$ cat src/rtl/tuner_ctrl.sv
// -----------------------------------------------------------------------------
// tuner_ctrl
//
// Link-side controller for one tuner_phy ring. It acts as the consumer on the
// search and lock handshakes: it triggers a sweep, takes the reported peak
// table, picks the strongest peak, hands that peak's codes to the lock engine,
// triggers lock and then watches tracking. Lock loss or an empty sweep starts
// a new search, up to MAX_RETRY searches per start.
//
// Ports
//   i_clk, i_rst_n             clock, asynchronous active-low reset
//   i_start, i_stop            control-plane pulses (stop has priority)
//   o_search_trig_val / i_search_trig_rdy      search trigger handshake
//   i_search_peaks_val / o_search_peaks_rdy    peak table handshake
//   i_search_ring_tune_peaks, i_search_pwr_peaks, i_search_peaks_cnt
//                              peak table contents and valid entry count
//   o_lock_trig_val / i_lock_trig_rdy          lock trigger handshake
//   i_lock_track_val / o_lock_track_rdy        tracking supervision
//   o_cfg_pwr_peak, o_cfg_ring_tune_peak       selected peak codes to the phy
//   o_state, o_locked, o_err, o_retry_cnt      status monitors
// -----------------------------------------------------------------------------
module tuner_ctrl #(
    parameter int DAC_WIDTH  = 8,
    parameter int ADC_WIDTH  = 8,
    parameter int NUM_TARGET = 8,
    parameter int MAX_RETRY  = 3,
    parameter int LOSS_THRES = 16
) (
    input  logic                            i_clk,
    input  logic                            i_rst_n,
    input  logic                            i_start,
    input  logic                            i_stop,
    output logic                            o_search_trig_val,
    input  logic                            i_search_trig_rdy,
    input  logic                            i_search_peaks_val,
    output logic                            o_search_peaks_rdy,
    input  logic [DAC_WIDTH-1:0]            i_search_ring_tune_peaks [NUM_TARGET],
    input  logic [ADC_WIDTH-1:0]            i_search_pwr_peaks [NUM_TARGET],
    input  logic [$clog2(NUM_TARGET):0]     i_search_peaks_cnt,
    output logic                            o_lock_trig_val,
    input  logic                            i_lock_trig_rdy,
    input  logic                            i_lock_track_val,
    output logic                            o_lock_track_rdy,
    output logic [ADC_WIDTH-1:0]            o_cfg_pwr_peak,
    output logic [DAC_WIDTH-1:0]            o_cfg_ring_tune_peak,
    output logic [2:0]                      o_state,
    output logic                            o_locked,
    output logic                            o_err,
    output logic [$clog2(MAX_RETRY+1)-1:0]  o_retry_cnt
);

    localparam int CNT_W   = $clog2(NUM_TARGET) + 1;
    localparam int RETRY_W = $clog2(MAX_RETRY + 1);
    localparam int LOSS_W  = $clog2(LOSS_THRES + 1);

    typedef enum logic [2:0] {
        ST_IDLE        = 3'd0,
        ST_SEARCH_REQ  = 3'd1,
        ST_SEARCH_WAIT = 3'd2,
        ST_SELECT      = 3'd3,
        ST_LOCK_REQ    = 3'd4,
        ST_TRACK       = 3'd5,
        ST_FAIL        = 3'd6
    } state_t;

    state_t               state_q, state_d;
    logic [RETRY_W-1:0]   retry_cnt_q, retry_cnt_d;
    logic [LOSS_W-1:0]    loss_cnt_q, loss_cnt_d;
    logic [CNT_W-1:0]     peak_cnt_q, peak_cnt_d;
    logic [ADC_WIDTH-1:0] cfg_pwr_q, cfg_pwr_d;
    logic [DAC_WIDTH-1:0] cfg_tune_q, cfg_tune_d;

    logic search_trig_val_q;
    logic search_peaks_rdy_q;
    logic lock_trig_val_q;
    logic lock_track_rdy_q;
    logic locked_q;
    logic err_q;

    logic [DAC_WIDTH-1:0] tune_q [NUM_TARGET];
    logic [ADC_WIDTH-1:0] pwr_q  [NUM_TARGET];

    logic                 search_hs;
    logic                 peaks_hs;
    logic                 lock_hs;
    logic                 latch_peaks;
    logic                 retry_ok;
    logic [CNT_W-1:0]     cnt_clamped;
    logic [ADC_WIDTH-1:0] best_pwr;
    logic [DAC_WIDTH-1:0] best_tune;

    assign search_hs   = search_trig_val_q & i_search_trig_rdy;
    assign peaks_hs    = search_peaks_rdy_q & i_search_peaks_val;
    assign lock_hs     = lock_trig_val_q & i_lock_trig_rdy;
    assign latch_peaks = peaks_hs & ~i_stop;
    assign retry_ok    = (retry_cnt_q < RETRY_W'(MAX_RETRY));

    // A reported count larger than the table is limited to the table depth so
    // the selection scan never looks past the last entry.
    assign cnt_clamped = (i_search_peaks_cnt > CNT_W'(NUM_TARGET)) ?
                         CNT_W'(NUM_TARGET) : i_search_peaks_cnt;

    // Peak table storage, captured once per accepted table.
    generate
        for (genvar gi = 0; gi < NUM_TARGET; gi++) begin : g_peak
            always_ff @(posedge i_clk or negedge i_rst_n) begin
                if (!i_rst_n) begin
                    tune_q[gi] <= '0;
                    pwr_q[gi]  <= '0;
                end else if (latch_peaks) begin
                    tune_q[gi] <= i_search_ring_tune_peaks[gi];
                    pwr_q[gi]  <= i_search_pwr_peaks[gi];
                end
            end
        end
    endgenerate

    // Strongest-peak scan. Entry 0 is the starting candidate (only used when
    // the count is non-zero); a strict greater-than keeps ties on the lowest
    // index.
    always_comb begin
        best_pwr  = pwr_q[0];
        best_tune = tune_q[0];
        for (int i = 1; i < NUM_TARGET; i++) begin
            if ((CNT_W'(i) < peak_cnt_q) && (pwr_q[i] > best_pwr)) begin
                best_pwr  = pwr_q[i];
                best_tune = tune_q[i];
            end
        end
    end

    always_comb begin
        state_d     = state_q;
        retry_cnt_d = retry_cnt_q;
        loss_cnt_d  = loss_cnt_q;
        peak_cnt_d  = peak_cnt_q;
        cfg_pwr_d   = cfg_pwr_q;
        cfg_tune_d  = cfg_tune_q;

        case (state_q)
            ST_IDLE, ST_FAIL: begin
                if (i_start) begin
                    state_d     = ST_SEARCH_REQ;
                    retry_cnt_d = '0;
                end
            end
            ST_SEARCH_REQ: begin
                if (search_hs) begin
                    state_d     = ST_SEARCH_WAIT;
                    retry_cnt_d = retry_cnt_q + RETRY_W'(1);
                end
            end
            ST_SEARCH_WAIT: begin
                if (peaks_hs) begin
                    state_d    = ST_SELECT;
                    peak_cnt_d = cnt_clamped;
                end
            end
            ST_SELECT: begin
                if (peak_cnt_q != '0) begin
                    cfg_pwr_d  = best_pwr;
                    cfg_tune_d = best_tune;
                    state_d    = ST_LOCK_REQ;
                end else begin
                    state_d = retry_ok ? ST_SEARCH_REQ : ST_FAIL;
                end
            end
            ST_LOCK_REQ: begin
                if (lock_hs) begin
                    state_d    = ST_TRACK;
                    loss_cnt_d = '0;
                end
            end
            ST_TRACK: begin
                // The counter register holding LOSS_THRES is the loss event;
                // it is acted on the cycle after it is reached.
                if (loss_cnt_q == LOSS_W'(LOSS_THRES)) begin
                    state_d = retry_ok ? ST_SEARCH_REQ : ST_FAIL;
                end else if (i_lock_track_val) begin
                    loss_cnt_d = '0;
                end else begin
                    loss_cnt_d = loss_cnt_q + LOSS_W'(1);
                end
            end
            default: state_d = ST_IDLE;
        endcase

        // Stop overrides every transition; the selected peak codes are kept.
        if (i_stop) begin
            state_d    = ST_IDLE;
            cfg_pwr_d  = cfg_pwr_q;
            cfg_tune_d = cfg_tune_q;
        end
    end

    // Single state register; all status and handshake outputs are registered
    // decodes of the next state so they line up with the state monitor.
    always_ff @(posedge i_clk or negedge i_rst_n) begin
        if (!i_rst_n) begin
            state_q            <= ST_IDLE;
            retry_cnt_q        <= '0;
            loss_cnt_q         <= '0;
            peak_cnt_q         <= '0;
            cfg_pwr_q          <= '0;
            cfg_tune_q         <= '0;
            search_trig_val_q  <= 1'b0;
            search_peaks_rdy_q <= 1'b0;
            lock_trig_val_q    <= 1'b0;
            lock_track_rdy_q   <= 1'b0;
            locked_q           <= 1'b0;
            err_q              <= 1'b0;
        end else begin
            state_q            <= state_d;
            retry_cnt_q        <= retry_cnt_d;
            loss_cnt_q         <= loss_cnt_d;
            peak_cnt_q         <= peak_cnt_d;
            cfg_pwr_q          <= cfg_pwr_d;
            cfg_tune_q         <= cfg_tune_d;
            search_trig_val_q  <= (state_d == ST_SEARCH_REQ);
            search_peaks_rdy_q <= (state_d == ST_SEARCH_WAIT);
            lock_trig_val_q    <= (state_d == ST_LOCK_REQ);
            lock_track_rdy_q   <= (state_d == ST_TRACK);
            locked_q           <= (state_d == ST_TRACK) & i_lock_track_val;
            err_q              <= (state_d == ST_FAIL);
        end
    end

    assign o_search_trig_val    = search_trig_val_q;
    assign o_search_peaks_rdy   = search_peaks_rdy_q;
    assign o_lock_trig_val      = lock_trig_val_q;
    assign o_lock_track_rdy     = lock_track_rdy_q;
    assign o_cfg_pwr_peak       = cfg_pwr_q;
    assign o_cfg_ring_tune_peak = cfg_tune_q;
    assign o_state              = state_q;
    assign o_locked             = locked_q;
    assign o_err                = err_q;
    assign o_retry_cnt          = retry_cnt_q;

endmodule

$ cat config.mk
export PLATFORM = sky130hd
export DESIGN_NAME = tuner_ctrl
export DESIGN_NICKNAME = d
export VERILOG_FILES = /design/src/rtl/tuner_ctrl.sv
export SDC_FILE = /design/constraint.sdc
export NUM_CORES = 1
export LEC_CHECK = 0
export CORE_ASPECT_RATIO = 0.5
export CORE_UTILIZATION = 55
export DETAILED_ROUTE_END_ITERATION = 10
export DONT_BUFFER_PORTS = 1
export PLACE_DENSITY_LB_ADDON = 0.2
export RECOVER_POWER = 25
export SYNTH_ARGS = -nofsm -noshare
export SYNTH_HDL_FRONTEND = slang
export SYNTH_SLANG_ARGS = --single-unit
$ cat constraint.sdc
create_clock -name i_clk -period 11.9 [get_ports i_clk]
set_input_delay 1.785 -clock i_clk [delete_from_list [all_inputs] [get_ports i_clk]]
set_output_delay 1.785 -clock i_clk [all_outputs]
set_load 0.01 [all_outputs]
==> impl_metrics.env, run 1 <==
export IMPL_grt_max_degree=165
export IMPL_drv_cap=0
export IMPL_via_per_inst=6.03
export IMPL_ys_seq_elements=164
export IMPL_syn2layout_area_growth_pct=21.8
export IMPL_fillers=1188
export IMPL_synth_edff_count=0
export IMPL_antenna_found_initial=3
export IMPL_worst_endpoint_required_ps=12250
export IMPL_synth_seq_area_share=0.429
export IMPL_timing_fmax_mhz=82.2
export IMPL_grt_total_usage=0.261
export IMPL_dpl_hpwl_um=16700
export IMPL_syn_nets=1108
export IMPL_worst_path_max_fanout=8
export IMPL_rows=33
export IMPL_ys_warnings_count=0
export IMPL_fp_coreArea_mm2=0.0167
export IMPL_ys_async_sr_fraction=1.00
export IMPL_drc=0
export IMPL_startpoint_type="flip-flop"
export IMPL_drtIter0Drc=336
export IMPL_clkLatencyLatePin_ps=430
export IMPL_htree_levels=4
export IMPL_setup_violations=16
export IMPL_portBuffers=0
export IMPL_cp_common_cell="a21oi_2"
export IMPL_worst_slack_ps=-258
export IMPL_fin_nets=1167
export IMPL_globalplace_congestion=0.941
export IMPL_grt_pass1_wl_um=36400
export IMPL_grt_pass1_vias=7022
export IMPL_die_h_um=95.3
export IMPL_fin_skew_ps=10.6
export IMPL_die_area_mm2=0.0180
export IMPL_initial_core_util=0.574
export IMPL_final_cells=1219
export IMPL_end_kind="flip-flop"
export IMPL_path_delay_family="compound AO/OA/AOI/OAI gates"
export IMPL_cpMaxStageDelayCell="a221o_2"
export IMPL_dpl_cell_area_mm2=0.0101
export IMPL_drive_gt1_frac=0.400
export IMPL_routedWlPerCell_um=19.9
export IMPL_finalCriticalPeriod_ps=12160
export IMPL_synthesis_area_mm2=0.00957
export IMPL_grt_ovfl_total=0
export IMPL_cts_clk_slew_worst_paths_ps=70
export IMPL_cts_sinks=164
export IMPL_cts_tree="done"
export IMPL_rrSetupSlack_ps=-260
export IMPL_vias=7346
export IMPL_hp_class="flip-flop to flip-flop"
export IMPL_dp_cells=1141
export IMPL_ant_nets=0
export IMPL_crit_buf_inv=8
export IMPL_path_class="flip-flop to flip-flop"
export IMPL_finalCritPeriodShare=1.02
export IMPL_outcome="complete, but fails checks"
export IMPL_slew_headroom=0.199
export IMPL_rsz0062_at_grt="true"
export IMPL_numCtsBuffers=17
export IMPL_root_buffer="clkbuf_16"
export IMPL_cp_arrival_ps=12510
export IMPL_finish_instance_area_mm2=0.0117
export IMPL_holdBufCountCts=0
export IMPL_violations="setup timing"
export IMPL_syn_inst=918
export IMPL_drv_slew=0
export IMPL_drt_pass1_iter_count=5
export IMPL_die_w_um=189
export IMPL_ys_flop_type="dfrtp_1"
export IMPL_ios=167
export IMPL_yosysUniqueCellTypes=70
export IMPL_slowest_delay_ps=440
export IMPL_avgSynthCellArea_um2=10.4
export IMPL_worstMarginPinSlew_ps=1190
export IMPL_finalWirelength_um=24300
export IMPL_clock_path_buffers=2
export IMPL_final_hold_viol_count=0
## flip-flops by register name (all words and copies together), names as in the netlist
register / cells
loss_cnt_q: 5
o_cfg_pwr_peak: 8
o_cfg_ring_tune_peak: 8
o_err: 1
o_lock_track_rdy: 1
o_lock_trig_val: 1
o_locked: 1
o_retry_cnt: 2
o_search_peaks_rdy: 1
o_search_trig_val: 1
o_state: 3
peak_cnt_q: 4
pwr_q: 64
tune_q: 64
## cell type report
cell class	count	area, µm²	share of cell area
Clock buffer	17	425	0.0365
Sequential cell	164	4100	0.352
Antenna cell	2	5.00	0.000429
Multi-Input combinational cell	666	5840	0.501
Tap cell	227	284	0.0244
Clock inverter	15	156	0.0134
Timing Repair Buffer	84	676	0.0579
Inverter	44	168	0.0144
## placed cells by master, fill, tap and decap left out, types with 12 or more instances in the layout
cell type  synthesis  routed
nand2b_1          14      14
nor3_1            20      17
dfrtp_1          164     164
nand2_1           70      64
and3_1            15      15
nor2_1            47      39
buf_6              1      12
ha_1              50      33
buf_4              3      72
mux2_2           137     135
o21ai_0           43      31
o31ai_1           18      14
o21ai_1           15      23
mux2i_1           20      19
a21oi_2            1      27
inv_1             44      34
a21oi_1           73      40
ha_4               0      15
clkbuf_16          0      17
## kinds of logic (layout without fill, tap and decap cells)
logic type,Yosys count,in the layout,synth area share
adders and majority gates,52,52,0.0676
buffers and inverters,92,160,0.0388
AOI/OAI and AO/OA,224,226,0.162
muxes,159,159,0.185
other,0,2,0
xor gates and xnor gates,7,7,0.00719
DFF,164,164,0.429
and+or+nand+nor,220,222,0.111
## per-layer routing
| metal | global-route usage | vias to the layer above | routed length [µm] |
|---|---|---|---|
| met2 | 0.411 | 209 | 11200 |
| met4 | 0.0679 | 2 | 335 |
| met5 | 0 | - | 14 |
| li1 | - | 3469 | - |
| met1 | 0.351 | 3626 | 11100 |
| met3 | 0.0817 | 40 | 1640 |
## synthesized netlist by cell type (15+ instances only)
cell type,n,area [µm²]
inv_1,44,165
nand2_1,70,263
a21oi_1,73,365
clkbuf_1,37,139
o21ai_1,15,75.1
and3_1,15,93.8
o21ai_0,43,215
nor2_1,47,176
o31ai_1,18,135
nor3_1,20,100
mux2i_1,20,200
mux2_2,137,1540
ha_1,50,626
dfrtp_1,164,4100
## worst paths after layout
kind	start	endpoint	depth (start not counted)
hold / removal	tune_q[25]$_DFFE_PN0P_	tune_q[25]$_DFFE_PN0P_	1
max in group asynchronous	i_rst_n	pwr_q[26]$_DFFE_PN0P_	0
setup reg to reg	pwr_q[61]$_DFFE_PN0P_	o_cfg_pwr_peak[3]$_DFFE_PN0P_	68
min in group asynchronous	i_rst_n	o_search_trig_val$_DFF_PN0_	0
hold reg to reg	tune_q[25]$_DFFE_PN0P_	tune_q[25]$_DFFE_PN0P_	1
setup / recovery	pwr_q[61]$_DFFE_PN0P_	o_cfg_pwr_peak[3]$_DFFE_PN0P_	68
## what timing repair did
action,CTS,global route
gates resized for setup,40,99
endpoints found under the setup margin,16,16
setup buffers,15,24
cloned,4,1
pin swaps,21,57
## stage by stage
stage	setup TNS [ps]	setup WS (ps)	util	hold WS, ps
floorplan	0	3.57	-	471
global placement	-3110	-228	0.604	483
detailed placement	-10500	-692	0.604	485
CTS	0	10.2	0.659	507
global route	-13040	-838	0.699	513
finish	-3740	-258	0.699	504
## worst register-to-register path: cells and delay by family, from the launching register on
kind | cells | cell delay, ps
AO/OA/AOI/OAI | 28 | 5240
adder cells (fa/ha/maj) | 7 | 1870
buffers and inverters | 8 | 930
flip-flops | 1 | 350
multiplexers | 2 | 520
AND/OR/NAND/NOR | 23 | 3190
Power of run 1 is left out: the tool's default activity adds up to more than one toggle a clock period on the data nets, which glitch-free logic cannot reach.
==> run 2: changes to the inputs <==
--- a/config.mk
+++ b/config.mk
@@ -14,3 +14,4 @@
 export SYNTH_ARGS = -nofsm -noshare
 export SYNTH_HDL_FRONTEND = slang
 export SYNTH_SLANG_ARGS = --single-unit
+export TNS_END_PERCENT = 1
==> impl_metrics.env, run 2 (synthesis results as in run 1) <==
export IMPL_vias=7361
export IMPL_hp_class="flip-flop to flip-flop"
export IMPL_fin_util=0.694
export IMPL_timing_fmax_mhz=81.8
export IMPL_holdPathEnd="tune_q[25]$_DFFE_PN0P_"
export IMPL_ff2ff_path_depth=68
export IMPL_grt_ovfl_total=0
export IMPL_portBuffers=0
export IMPL_root_buffer="clkbuf_16"
export IMPL_path_class="flip-flop to flip-flop"
export IMPL_globalplace_congestion=0.941
export IMPL_die_area_mm2=0.0180
export IMPL_clock_path_buffers=2
export IMPL_worst_slack_ps=-330
export IMPL_final_cell_mix="dfrtp_1, mux2_2, buf_4, nand2_1, nor2_1"
export IMPL_cpMaxStageDelayCell="a221o_2"
export IMPL_r2r_end="o_cfg_pwr_peak[3]$_DFFE_PN0P_"
export IMPL_slowest_delay_ps=440
export IMPL_use_met1=0.351
export IMPL_holdBufCountCts=0
export IMPL_fin_nets=1165
export IMPL_syn2layout_area_growth_pct=21.0
export IMPL_grt_busiest_layer="met2"
export IMPL_cp_common_cell="a21oi_2"
export IMPL_worst_path_max_fanout=8
export IMPL_fp_coreArea_mm2=0.0167
export IMPL_drive_gt1_frac=0.391
export IMPL_grt_total_usage=0.261
export IMPL_cp_arrival_ps=12580
export IMPL_crit_buf_inv=9
export IMPL_routedWlPerCell_um=19.9
export IMPL_finalWirelength_um=24300
export IMPL_cts_clk_slew_worst_paths_ps=70
export IMPL_drtIter0Drc=357
export IMPL_worstMarginPinSlew_ps=1200
export IMPL_dp_cells=1141
export IMPL_drc=0
export IMPL_fin_skew_ps=9.58
export IMPL_initial_core_util=0.574
export IMPL_rsz0062_at_grt="true"
export IMPL_use_met3=0.0817
export IMPL_violations="setup timing"
export IMPL_numCtsBuffers=17
export IMPL_end_kind="flip-flop"
export IMPL_final_hold_viol_count=0
export IMPL_mostFrequentLayoutCell="dfrtp_1"
export IMPL_use_met2=0.411
export IMPL_grt_max_degree=165
export IMPL_die_w_um=189
export IMPL_finalCriticalPeriod_ps=12230
export IMPL_clkLatencyLatePin_ps=430
export IMPL_drv_cap=0
export IMPL_drv_slew=0
export IMPL_grt_pass1_wl_um=36400
export IMPL_cts_sinks=164
export IMPL_htree_levels=4
export IMPL_setup_violations=16
export IMPL_rows=33
export IMPL_slew_headroom=0.194
export IMPL_antenna_found_initial=3
export IMPL_final_cells=1217
export IMPL_via_per_inst=6.05
export IMPL_cts_tree="done"
export IMPL_outcome="complete, but fails checks"
export IMPL_place_ws_ps=-692
export IMPL_rrSetupSlack_ps=-330
export IMPL_startpoint_type="flip-flop"
export IMPL_worst_endpoint_required_ps=12250
export IMPL_rr_startpoint="pwr_q[61]$_DFFE_PN0P_"
export IMPL_die_h_um=95.3
export IMPL_ant_nets=0
export IMPL_dpl_hpwl_um=16700
export IMPL_min_delay_start="tune_q[25]$_DFFE_PN0P_"
export IMPL_path_delay_family="compound AO/OA/AOI/OAI gates"
export IMPL_finalCritPeriodShare=1.03
export IMPL_grt_pass1_vias=7022
export IMPL_reg_top3="pwr_q (64), tune_q (64)"
export IMPL_whs_ps=505
export IMPL_drt_pass1_iter_count=5
export IMPL_ios=167
export IMPL_min_path_cells=1
==> run 2: layout make-up <==
type	instances	area [µm²]
repair buffers	82	657
diodes	2	5.00
flip-flops and latches	164	4100
well taps	227	284
multi-input cells	666	5780
inverters	44	168
clock buffers	17	425
fillers	1196	5100
clock inverters	15	156
==> run 2: worst max-delay path by stage <==
stage	slack [ps]	from	endpoint	cells past startpoint
detailed placement	-690	pwr_q[61]$_DFFE_PN0P_	o_cfg_pwr_peak[3]$_DFFE_PN0P_	67
finish	-330	pwr_q[61]$_DFFE_PN0P_	o_cfg_pwr_peak[3]$_DFFE_PN0P_	68
global placement	-230	pwr_q[55]$_DFFE_PN0P_	o_cfg_ring_tune_peak[1]$_DFFE_PN0P_	66
CTS	10	pwr_q[62]$_DFFE_PN0P_	o_cfg_pwr_peak[3]$_DFFE_PN0P_	67
global route	-890	pwr_q[61]$_DFFE_PN0P_	o_cfg_pwr_peak[6]$_DFFE_PN0P_	68
floorplan	4	pwr_q[53]$_DFFE_PN0P_	o_cfg_pwr_peak[2]$_DFFE_PN0P_	73
==> run 2: stage by stage <==
| stage | area, µm² | TNS (ps) |
|---|---|---|
| 6_report | 11600 | -4670 |
| 5_1_grt | 11600 | -13650 |
| 3_3_place_gp | 10100 | -3110 |
| 3_5_place_dp | 10100 | -10500 |
| 4_1_cts | 11000 | 0 |
| 2_1_floorplan | 9730 | 0 |
==> run 2: routing by layer <==
layer  part of all wire  vias up
met1               0.45     3631
met2               0.46      227
met5            0.00054        -
met3              0.072       37
li1                   -     3464
met4              0.014        2
==> run 2: what timing repair did <==
action,CTS,global route
setup buffers,15,22
gates resized for setup,40,85
pin swaps,21,57
gates cloned,4,1
setup endpoints to repair,16,16
Power of run 2 is left out for the same reason.
==> run 3: changes to the inputs <==
==> constraint.sdc (replaced) <==
create_clock -name i_clk -period 15.82 [get_ports i_clk]
set_input_delay 2.373 -clock i_clk [delete_from_list [all_inputs] [get_ports i_clk]]
set_output_delay 2.373 -clock i_clk [all_outputs]
set_load 0.01 [all_outputs]
==> impl_metrics.env, run 3 (synthesis results as in run 1) <==
export IMPL_outcome="finished clean"
export IMPL_fin_nets=1090
export IMPL_grt_pass1_vias=6494
export IMPL_cp_arrival_ps=14860
export IMPL_die_area_mm2=0.0180
export IMPL_dpl_hpwl_um=16100
export IMPL_holdBufCountCts=0
export IMPL_rows=33
export IMPL_cts_sinks=164
export IMPL_dpl_cell_area_mm2=0.00969
export IMPL_grt_total_usage=0.250
export IMPL_fin_skew_ps=13.0
export IMPL_syn2layout_area_growth_pct=8.46
export IMPL_clock_path_buffers=2
export IMPL_worst_path_max_fanout=27
export IMPL_finalWirelength_um=22100
export IMPL_path_class="flip-flop to flip-flop"
export IMPL_worst_endpoint_required_ps=16170
export IMPL_htree_levels=4
export IMPL_tns_ps=0
export IMPL_hp_class="flip-flop to flip-flop"
export IMPL_worstMarginPinSlew_ps=908
export IMPL_whs_ps=506
export IMPL_startpoint_type="flip-flop"
export IMPL_drtIter0Drc=467
export IMPL_end_kind="flip-flop"
export IMPL_timing_fmax_mhz=68.9
export IMPL_rsz0062_at_grt="false"
export IMPL_drt_pass1_iter_count=6
export IMPL_drc=0
export IMPL_finalCritPeriodShare=0.917
export IMPL_grt_pass1_wl_um=34600
export IMPL_fp_coreArea_mm2=0.0167
export IMPL_slew_headroom=0.395
export IMPL_vias=6856
export IMPL_finalCriticalPeriod_ps=14510
export IMPL_via_per_inst=6.01
export IMPL_clkLatencyLatePin_ps=430
export IMPL_portBuffers=0
export IMPL_final_hold_viol_count=0
export IMPL_globalplace_congestion=0.900
export IMPL_routedWlPerCell_um=19.4
export IMPL_cpMaxStageDelayCell="a221o_1"
export IMPL_drv_slew=0
export IMPL_numCtsBuffers=17
export IMPL_ios=167
export IMPL_drive_gt1_frac=0.235
export IMPL_dp_cells=1101
export IMPL_drv_cap=0
export IMPL_ant_nets=0
export IMPL_grt_ovfl_total=0
export IMPL_mostFrequentLayoutCell="dfrtp_1"
export IMPL_grt_max_degree=165
export IMPL_die_w_um=189
export IMPL_finish_instance_area_mm2=0.0104
export IMPL_slowest_delay_ps=610
export IMPL_antenna_found_initial=2
export IMPL_cts_tree="done"
export IMPL_die_h_um=95.3
export IMPL_final_cell_mix="dfrtp_1, mux2_2, a21oi_1, nand2_1, ha_1"
export IMPL_final_cells=1141
export IMPL_cts_clk_slew_worst_paths_ps=70
export IMPL_root_buffer="clkbuf_16"
export IMPL_setup_violations=0
export IMPL_initial_core_util=0.574
export IMPL_reg_top3="pwr_q (64), tune_q (64)"
-- run 3: changes by cell type in the layout (fill, tap and decap cells not counted), moves of 5 or more --
cell     delta
ha_4       -14
buf_4      -60
ha_1       +16
inv_2       -8
nand2_1     +5
a21oi_1    +32
o21ai_1     -8
a21oi_4     -7
o21ai_0    +12
inv_1       +9
a21oi_2    -25
buf_6      -11
-- run 3: layout make-up --
class | instances | area, µm²
Fill cell | 1364 | 6300
Tap cell | 227 | 284
Inverter | 44 | 165
Antenna cell | 1 | 2.50
Timing Repair Buffer | 11 | 82.6
Multi-Input combinational cell | 662 | 5120
Clock inverter | 14 | 194
Clock buffer | 18 | 429
Sequential cell | 164 | 4100
-- run 3: critical path: cells and delay by family, from the launching register on --
family                   cells  cell delay, ps
AO/OA/AOI/OAI               28            6180
AND/OR/NAND/NOR             20            4160
adder cells (fa/ha/maj)      8            2250
multiplexers                 4            1210
flip-flops                   1             360
buffers and inverters        3             220
-- run 3: path summary, 6_finish.rpt --
path	from	to	slack (ps)	cells after the start
max	pwr_q[63]$_DFFE_PN0P_	o_cfg_ring_tune_peak[4]$_DFFE_PN0P_	1310	63
min	tune_q[44]$_DFFE_PN0P_	tune_q[44]$_DFFE_PN0P_	510	1
max reg2reg	pwr_q[63]$_DFFE_PN0P_	o_cfg_ring_tune_peak[4]$_DFFE_PN0P_	1310	63
min reg2reg	tune_q[44]$_DFFE_PN0P_	tune_q[44]$_DFFE_PN0P_	510	1
max in group asynchronous	i_rst_n	pwr_q[47]$_DFFE_PN0P_	13900	0
min in group asynchronous	i_rst_n	o_state[0]$_DFF_PN0_	1640	0
-- run 3: per-layer routing --
layer / track usage / up-vias / wire (µm)
met4: 0.0558 / 2 / 210
met3: 0.0703 / 22 / 1580
met2: 0.354 / 200 / 9270
met1: 0.375 / 3312 / 11000
met5: 0 / - / 8
li1: - / 3320 / -
-- run 3: repair_timing --
item | in CTS | in global routing
setup buffers | 0 | 7
gates resized for setup | 0 | 3
setup endpoints to repair | 0 | 16
-- run 3: metrics by stage --
stage / setup slack [ps] / utilization
CTS: 445 / 0.618
global placement: 1180 / 0.581
detailed placement: 545 / 0.581
floorplan: 2700 / -
finish: 1310 / 0.622
global route: 24.2 / 0.622
Power of run 3 is left out for the same reason.
